==> config.mk <==
export PLATFORM = sky130hd
export DESIGN_NAME = rs_encoder_18_16
export DESIGN_NICKNAME = d
export VERILOG_FILES = /design/src/rtl/rs_encoder_18_16.sv
export SDC_FILE = /design/constraint.sdc
export NUM_CORES = 1
export LEC_CHECK = 0
export CAP_MARGIN = 20
export CORE_AREA = 2 2 50 87
export CTS_BUF_LIST = sky130_fd_sc_hd__clkbuf_2 sky130_fd_sc_hd__clkbuf_4 sky130_fd_sc_hd__clkbuf_8
export DETAILED_ROUTE_END_ITERATION = 6
export DIE_AREA = 0 0 52 89
export PLACE_DENSITY_LB_ADDON = 0.2
export REMOVE_ABC_BUFFERS = 1
export SETUP_SLACK_MARGIN = 0.4
export SYNTH_ARGS = -nofsm -noshare
export SYNTH_HDL_FRONTEND = slang
export SYNTH_SLANG_ARGS = --single-unit
==> constraint.sdc <==
create_clock -name clk -period 1.7 [get_ports clk]
set_input_delay 0.34 -clock clk [delete_from_list [all_inputs] [get_ports clk]]
set_output_delay 0.34 -clock clk [all_outputs]
set_load 0.05 [all_outputs]
==> src/rtl/rs_encoder_18_16.sv <==
`default_nettype none
// ============================================================================
//  Module      : rs_encoder_18_16
//  Description : Systematic Reed-Solomon RS(18,16) encoder over GF(2^5).
//                Data symbols are forwarded unchanged. Two parity symbols
//                from a 2-stage LFSR with g(x) = x^2 + G1*x + G0 are then
//                appended. Input and output use valid/ready streams.
//                Optional build macro RS_ENC_FRAME_CHECK_EN adds in_last and
//                a sticky frame_err flag for framing checks.
//  Revision    : 1.0 - initial release
// ============================================================================
module rs_encoder_18_16 #(
    parameter int               SYM_W     = 5,
    parameter int               N         = 18,
    parameter int               K         = 16,
    parameter logic [SYM_W-1:0] PRIM_POLY = 5'b00101,
    parameter logic [SYM_W-1:0] G1        = 5'd6,
    parameter logic [SYM_W-1:0] G0        = 5'd8
) (
    input  logic             clk,
    input  logic             reset_n,
    input  logic             in_valid,
    output logic             in_ready,
    input  logic [SYM_W-1:0] in_data,
    output logic             out_valid,
    input  logic             out_ready,
    output logic [SYM_W-1:0] out_data,
    output logic             out_last,
    output logic             out_parity
`ifdef RS_ENC_FRAME_CHECK_EN
    ,
    input  logic             in_last,
    output logic             frame_err
`endif
);

    // Symbol counter width and terminal values
    localparam int             CW         = (K > 1) ? $clog2(K) : 1;
    localparam logic [CW-1:0]  c_sym_last = CW'(K - 1);
    localparam logic [CW-1:0]  c_cnt_one  = CW'(1);
    localparam logic [0:0]     c_par_last = 1'(N - K - 1);

    typedef enum logic [0:0] {
        ST_DATA = 1'b0,
        ST_PAR  = 1'b1
    } state_t;

    // GF(2^SYM_W) multiply by shift-and-reduce (Horner over the bits of b).
    // Called with constant b, so it collapses to a small XOR network.
    function automatic logic [SYM_W-1:0] gf_mul(
        input logic [SYM_W-1:0] a,
        input logic [SYM_W-1:0] b
    );
        logic [SYM_W-1:0] p;
        p = '0;
        for (int i = SYM_W - 1; i >= 0; i--) begin
            p = {p[SYM_W-2:0], 1'b0} ^ (p[SYM_W-1] ? PRIM_POLY : '0);
            if (b[i]) begin
                p = p ^ a;
            end
        end
        return p;
    endfunction

    state_t            r_state;
    logic [CW-1:0]     r_sym_cnt;
    logic [0:0]        r_par_cnt;
    logic [SYM_W-1:0]  r_r1;
    logic [SYM_W-1:0]  r_r0;
    logic              r_out_valid;
    logic [SYM_W-1:0]  r_out_data;
    logic              r_out_last;
    logic              r_out_parity;

    logic              w_slot_free;
    logic              w_in_fire;
    logic [SYM_W-1:0]  w_fb;
    logic [SYM_W-1:0]  w_fb_g1;
    logic [SYM_W-1:0]  w_fb_g0;

    // The output register can take a new symbol when empty or being drained
    assign w_slot_free = !r_out_valid || out_ready;
    // Input is only accepted in DATA with a free output slot; held off in reset
    assign in_ready    = reset_n && (r_state == ST_DATA) && w_slot_free;
    assign w_in_fire   = in_valid && in_ready;

    // LFSR feedback: incoming symbol plus the high-order remainder stage
    assign w_fb    = in_data ^ r_r1;
    assign w_fb_g1 = gf_mul(w_fb, G1);
    assign w_fb_g0 = gf_mul(w_fb, G0);

`ifdef RS_ENC_FRAME_CHECK_EN
    logic r_frame_err;
    logic w_frame_bad;

    // A symbol is misframed when in_last disagrees with the counter position
    assign w_frame_bad = w_in_fire && (in_last != (r_sym_cnt == c_sym_last));
    assign frame_err   = r_frame_err;

    // Sticky framing error flag, cleared only by reset
    always_ff @(posedge clk) begin
        if (!reset_n) begin
            r_frame_err <= 1'b0;
        end else if (w_frame_bad) begin
            r_frame_err <= 1'b1;
        end
    end
`endif

    // Encoder FSM with LFSR and registered output stage
    always_ff @(posedge clk) begin
        if (!reset_n) begin
            r_state      <= ST_DATA;
            r_sym_cnt    <= '0;
            r_par_cnt    <= '0;
            r_r1         <= '0;
            r_r0         <= '0;
            r_out_valid  <= 1'b0;
            r_out_data   <= '0;
            r_out_last   <= 1'b0;
            r_out_parity <= 1'b0;
        end else begin
            // A taken symbol empties the slot unless something reloads it below
            if (r_out_valid && out_ready) begin
                r_out_valid <= 1'b0;
            end

            case (r_state)
                ST_DATA: begin
                    if (w_in_fire) begin
                        r_r1         <= r_r0 ^ w_fb_g1;
                        r_r0         <= w_fb_g0;
                        r_out_valid  <= 1'b1;
                        r_out_data   <= in_data;
                        r_out_parity <= 1'b0;
                        r_out_last   <= 1'b0;
                        if (r_sym_cnt == c_sym_last) begin
                            r_sym_cnt <= '0;
                            r_state   <= ST_PAR;
                        end else begin
                            r_sym_cnt <= r_sym_cnt + c_cnt_one;
                        end
                    end
                end

                ST_PAR: begin
                    if (w_slot_free) begin
                        r_out_valid  <= 1'b1;
                        r_out_parity <= 1'b1;
                        if (r_par_cnt != c_par_last) begin
                            // High-order parity first
                            r_out_data <= r_r1;
                            r_out_last <= 1'b0;
                            r_par_cnt  <= r_par_cnt + 1'b1;
                        end else begin
                            // Final parity closes the codeword; LFSR restarts
                            r_out_data <= r_r0;
                            r_out_last <= 1'b1;
                            r_par_cnt  <= '0;
                            r_r1       <= '0;
                            r_r0       <= '0;
                            r_state    <= ST_DATA;
                        end
                    end
                end

                default: begin
                    r_state <= ST_DATA;
                end
            endcase
        end
    end

    assign out_valid  = r_out_valid;
    assign out_data   = r_out_data;
    assign out_last   = r_out_last;
    assign out_parity = r_out_parity;

endmodule
`default_nettype wire

=== Word level (Yosys, flattened, before mapping) ===
Cells that the tools add are included.

* Add/subtract/negate cells: 2
* Reductions and logical operators: 10
* Muxes and demuxes: 31
* Bitwise logic cells: 8
* Equality and inequality tests: 4

{| class="wikitable"
|+ Operator list
! operator !! count
|-
| 5-bit 2-to-1 mux || 7
|-
| 5-bit one-hot mux with 2 select lines || 3
|-
| 5-bit by 3-bit XOR with 5-bit output || 4
|-
| 5-bit XOR || 3
|-
| 1-bit 2-to-1 mux || 12
|-
| 3-bit 2-to-1 mux || 4
|-
| 1-bit one-hot mux with 2 select lines || 4
|-
| 2-bit AND reduction || 3
|-
| 4-bit by 1-bit adder with 4-bit output (second input constant) || 1
|-
| 4-bit == test (second input constant) || 1
|-
| 1-bit logical AND || 4
|-
| 4-bit 2-to-1 mux || 1
|-
| 2-bit by 1-bit inequality test with 1-bit output (second input constant) || 2
|-
| 3-bit AND reduction || 1
|-
| 2-bit inequality test (second input constant) || 1
|-
| 1-bit adder (second input constant) || 1
|-
| 1-bit zero test || 1
|-
| 1-bit logical OR || 1
|-
| 1-bit inverter || 1
|}

* Register bits: 24
* Output and inout bits: 9
* Input bits: 9

=== Logic depth before layout (Yosys ltp) ===
* Depth in word-level cells: 9
* Gate-level depth with buffers: 6

=== Worst setup path after synthesis ===
No wires, ideal clock.

* Kind: flip-flop to output port
* From: register r_out_valid, in the netlist out_valid
* To: output in_ready
* Cell stages (with the launch flop): 4
* Arrival time: 1.289 ns
* Slack: 0.071 ns
* Path through: dfxtp_1 > nand2b_1 > clkbuf_1 > and2_1

* Cells in the longest elaborated chain, start to end: 3

{| class="wikitable"
|+ Ends and longest elaborated chain
! what !! RTL line !! source
|-
| start, declared || 70 || <nowiki>logic r_out_valid;</nowiki>
|-
| start signal, assigned || 118 || <nowiki>r_out_valid <= 1'b0;</nowiki>
|-
| start signal, assigned || 125 || <nowiki>r_out_valid <= 1'b0;</nowiki>
|-
| start signal, assigned || 133 || <nowiki>r_out_valid <= 1'b1;</nowiki>
|-
| 1-bit zero test || 82 || <nowiki>assign w_slot_free = !r_out_valid || out_ready;</nowiki>
|-
| 1-bit logical OR || 82 ||
|-
| 1-bit logical AND || 84 || <nowiki>assign in_ready = reset_n && (r_state == ST_DATA) && w_slot_free;</nowiki>
|-
| end, declared || 23 || <nowiki>output logic in_ready,</nowiki>
|}

Every way passes these cells.

=== Final worst setup path ===
* From: register r_r1[0]
* To: register r_r1[2]

* Cells in the longest elaborated chain, start to end: 7

{| class="wikitable"
|+ Ends and longest elaborated chain
! what !! RTL line !! source
|-
| start, declared || 68 || <nowiki>logic [SYM_W-1:0] r_r1;</nowiki>
|-
| start signal, assigned || 131 || <nowiki>r_r1 <= r_r0 ^ w_fb_g1;</nowiki>
|-
| 5-bit XOR || 88 || <nowiki>assign w_fb = in_data ^ r_r1;</nowiki>
|-
| 5-bit by 3-bit XOR with 5-bit output || 57 || <nowiki>p = {p[SYM_W-2:0], 1'b0} ^ (p[SYM_W-1] ? PRIM_POLY : '0);</nowiki>
|-
| 5-bit XOR || 59 || <nowiki>p = p ^ a;</nowiki>
|-
| 5-bit by 3-bit XOR with 5-bit output || 57 ||
|-
| 5-bit XOR || 131 ||
|-
| 5-bit 2-to-1 mux || 130 || <nowiki>if (w_in_fire) begin</nowiki>
|-
| 5-bit one-hot mux with 2 select lines || 128 || <nowiki>case (r_state)</nowiki>
|}

Every way passes these cells. The select of a mux whose other input is x is not followed.
A chain may end at the register's enable or synchronous reset.

==> metrics.txt <==
Die Wd 52 µm; Clock Skew 0.00461 ns; asr flop ratio synth 0; YS warnings 0; RSZ-0062 raised after global routing yes; Setup Crit Path Kind reg -> reg; core area approximately 0.0039 mm²; largest net degree at the start of global routing 21; peak supply drop approximately 550 µV; Reg power frac 0.364; count of state elements after synthesis 24; Placed Area 0.00167 mm²; mean post-synth cell area 10.1 µm²; post-synth top area cell dfxtp_1; CTS Buf Count 3; Final Instance Count excl. Fillers 222; crit-path leading delay family XOR/XNOR gates; Port Buf Inserts 17; most common cell in the netlist dfxtp_1; sequential cell area fraction in the yosys report 0.361; die area 0.00463 mm²; CP required 1.87 ns; vias per inst roughly 5.0; final setup fails 0; worst slew pin tran ~0.28 ns; Worst setup EP type register; Clock Latency Late Sink between 0.2 and 0.3 ns; Buffers & Inverters on Critical Path 0; clock power share 0.217; Worst Setup Start Kind register; Lkg Pwr ~0.82 nW; Power Internal 1.30 mW; Root Buffer clkbuf_8; Mapped Cells 132; final hold vios 0; top_reg_cell synth dfxtp_1; sw frac 0.281; nets@finish 185; Remaining Overflow, GRT 0; CP max-delay cell dfxtp_4; FF+latch area approximately 500 µm²; first element of the critical path r_r1[0]$_SDFFE_PN0P_; fill count approximately 370; Clock Tree Buf Depth 2; via count 1111; Post-synth EDFFs 0; Data arrival, critical path 1.56 ns; drt first pass iters 6; largest fanout on the critical path 3; list of most frequent post-synthesis cells dfxtp_1 (24), nor2b_1 (14), nand2_1 (10); CTS Sinks 24; CP most frequent cell xnor2_4; Sw Pwr 0.508 mW; min-delay worst type reg -> reg; max cap viols 0; hpwl dp between 2000 and 2500 µm; status finished clean; post-route cell area 0.00195 mm²; WL/cell 14.6 µm; hold_buf cts 0; area delta synth->final 46.8%; ordered list of cells on the worst path xnor2_4 > xnor2_4 > xnor3_1 > a32o_2; Max transition margin 0.814; Cell Area, Synth roughly 0.0013 mm²; RR Startpoint r_r1[0]$_SDFFE_PN0P_; Max Freq between 700 and 800 MHz; GP Congestion 0.767; Initial Util 0.344; area of the multi-input gates 920 µm²; Max Slew Vio Count 0; Max stage delay on crit path 0.37 ns; vias in the first global route 1142; Tmin final approximately 1.4 ns; n_diodes 0; logic gate share of total power 0.419; IO Pins 18; ratio of cells with drive above 1 in the final layout 0.437; Global Route Usage Sum 0.159; H-tree depth 1; Die Ht about 90 µm; Setup TNS Final 0 ns; PD cells 926 mW/mm²; CTS tree built; DR iter-0 viols 23; DRC violations left 0; first-pass GRT wire length 5330 µm; Reg clk slew, reported paths roughly 0.090 ns; hold_sp r_sym_cnt[1]$_SDFFE_PN0P_; area share of the largest cell type after synthesis 0.361; period utilisation layout 0.819; antenna violations before repair 0; ranking of synthesized cells by area dfxtp_1 (36%), xnor3_1 (8.5%), mux2i_1 (6.8%), nor2b_1 (6.6%), xnor2_1 (4.6%); WL final 3230 µm; row count 30; Netlist cell types 39; dpl cells 208; antenna-violating nets left 0
[cell type report]
| cell class | instances | share of cell area |
|---|---|---|
| Sequential cell | 24 | 0.257 |
| Clock buffer | 4 | 0.0282 |
| Timing Repair Buffer | 47 | 0.211 |
| Tap cell | 48 | 0.0307 |
| Inverter | 1 | 0.00192 |
| Multi-Input combinational cell | 98 | 0.471 |
[through the flow]
step | power, mW | hold WS, ns | setup slack [ns] | util
2_1_floorplan | 1.03 | 0.447 | 0.0280 | -
3_3_place_gp | 1.24 | 0.459 | -0.228 | 0.433
3_5_place_dp | 1.25 | 0.472 | -0.236 | 0.433
4_1_cts | 1.79 | 0.484 | 0.301 | 0.487
5_1_grt | 1.90 | 0.519 | 0.269 | 0.505
6_report | 1.81 | 0.478 | 0.308 | 0.505
[sequential cells by signal, summed over array words and instances, names as in the netlist]
signal	cells
out_last	1
r_state	1
r_sym_cnt	4
r_r0	5
out_valid	1
out_parity	1
r_r1	5
r_par_cnt	1
out_data	5
[cell usage in the layout (no fill, tap or decap), drive strengths merged, types with 3 or more instances in the layout]
master	count
clkdlybuf4s15	3
clkbuf	6
a22oi	6
a21boi	6
buf	40
and2	5
xnor3	5
mux2i	9
xnor2	9
dfxtp	24
nor2	6
nor2b	14
nand2	10
a21oi	5
[what timing repair did]
action | in CTS | in global routing
cloned | 0 | 0
setup buffers | 8 | 2
pin swaps | 10 | 7
resized for setup | 42 | 17
setup endpoints to repair | 23 | 16
[tightest hold or removal path, delay by kind of cell, from the launching register on]
family | cells | cell delay [ns]
AO/OA/AOI/OAI | 1 | 0.05
flip-flops | 1 | 0.33
AND/OR/NAND/NOR | 1 | 0.06
[power groups by stage]
stage	logic (mW)	registers (mW)	clock network, mW
after CTS	0.721	0.655	0.410
after global routing	0.809	0.664	0.428
final	0.758	0.658	0.392
after detailed placement	0.581	0.666	0
after floorplan	0.351	0.679	0
after global placement	0.572	0.664	0
[routing by layer]
metal | global-route usage | part of all wire | vias up | routed length, µm
met2 | 0.295 | 0.58 | 16 | 1890
met3 | 0.0251 | 0.018 | 5 | 57
li1 | - | - | 546 | -
met5 | 0 | 0 | - | 0
met1 | 0.168 | 0.38 | 544 | 1230
met4 | 0.0789 | 0.020 | 0 | 65
[logic make-up (layout without fill, tap and decap cells)]
logic type      count (synthesis)  count (layout)  share of synthesized area
compound gates                 28              28                      0.153
flops                          24              24                      0.361
simple gates                   43              43                      0.174
fa+ha+maj                       1               1                    0.00941
xor+xnor                       17              17                      0.192
mux                             9               9                     0.0677
buf+inv                        10              52                     0.0423
[final timing paths]
| kind | end | slack, ns | depth (start not counted) |
|---|---|---|---|
| min | r_sym_cnt[1]$_SDFFE_PN0P_ | 0.48 | 2 |
| max reg2reg | r_r1[2]$_SDFFE_PN0P_ | 0.31 | 4 |
| min reg2reg | r_sym_cnt[1]$_SDFFE_PN0P_ | 0.48 | 2 |
| max | r_r1[2]$_SDFFE_PN0P_ | 0.31 | 4 |
Note: power is estimated with default switching activity, not from simulation.
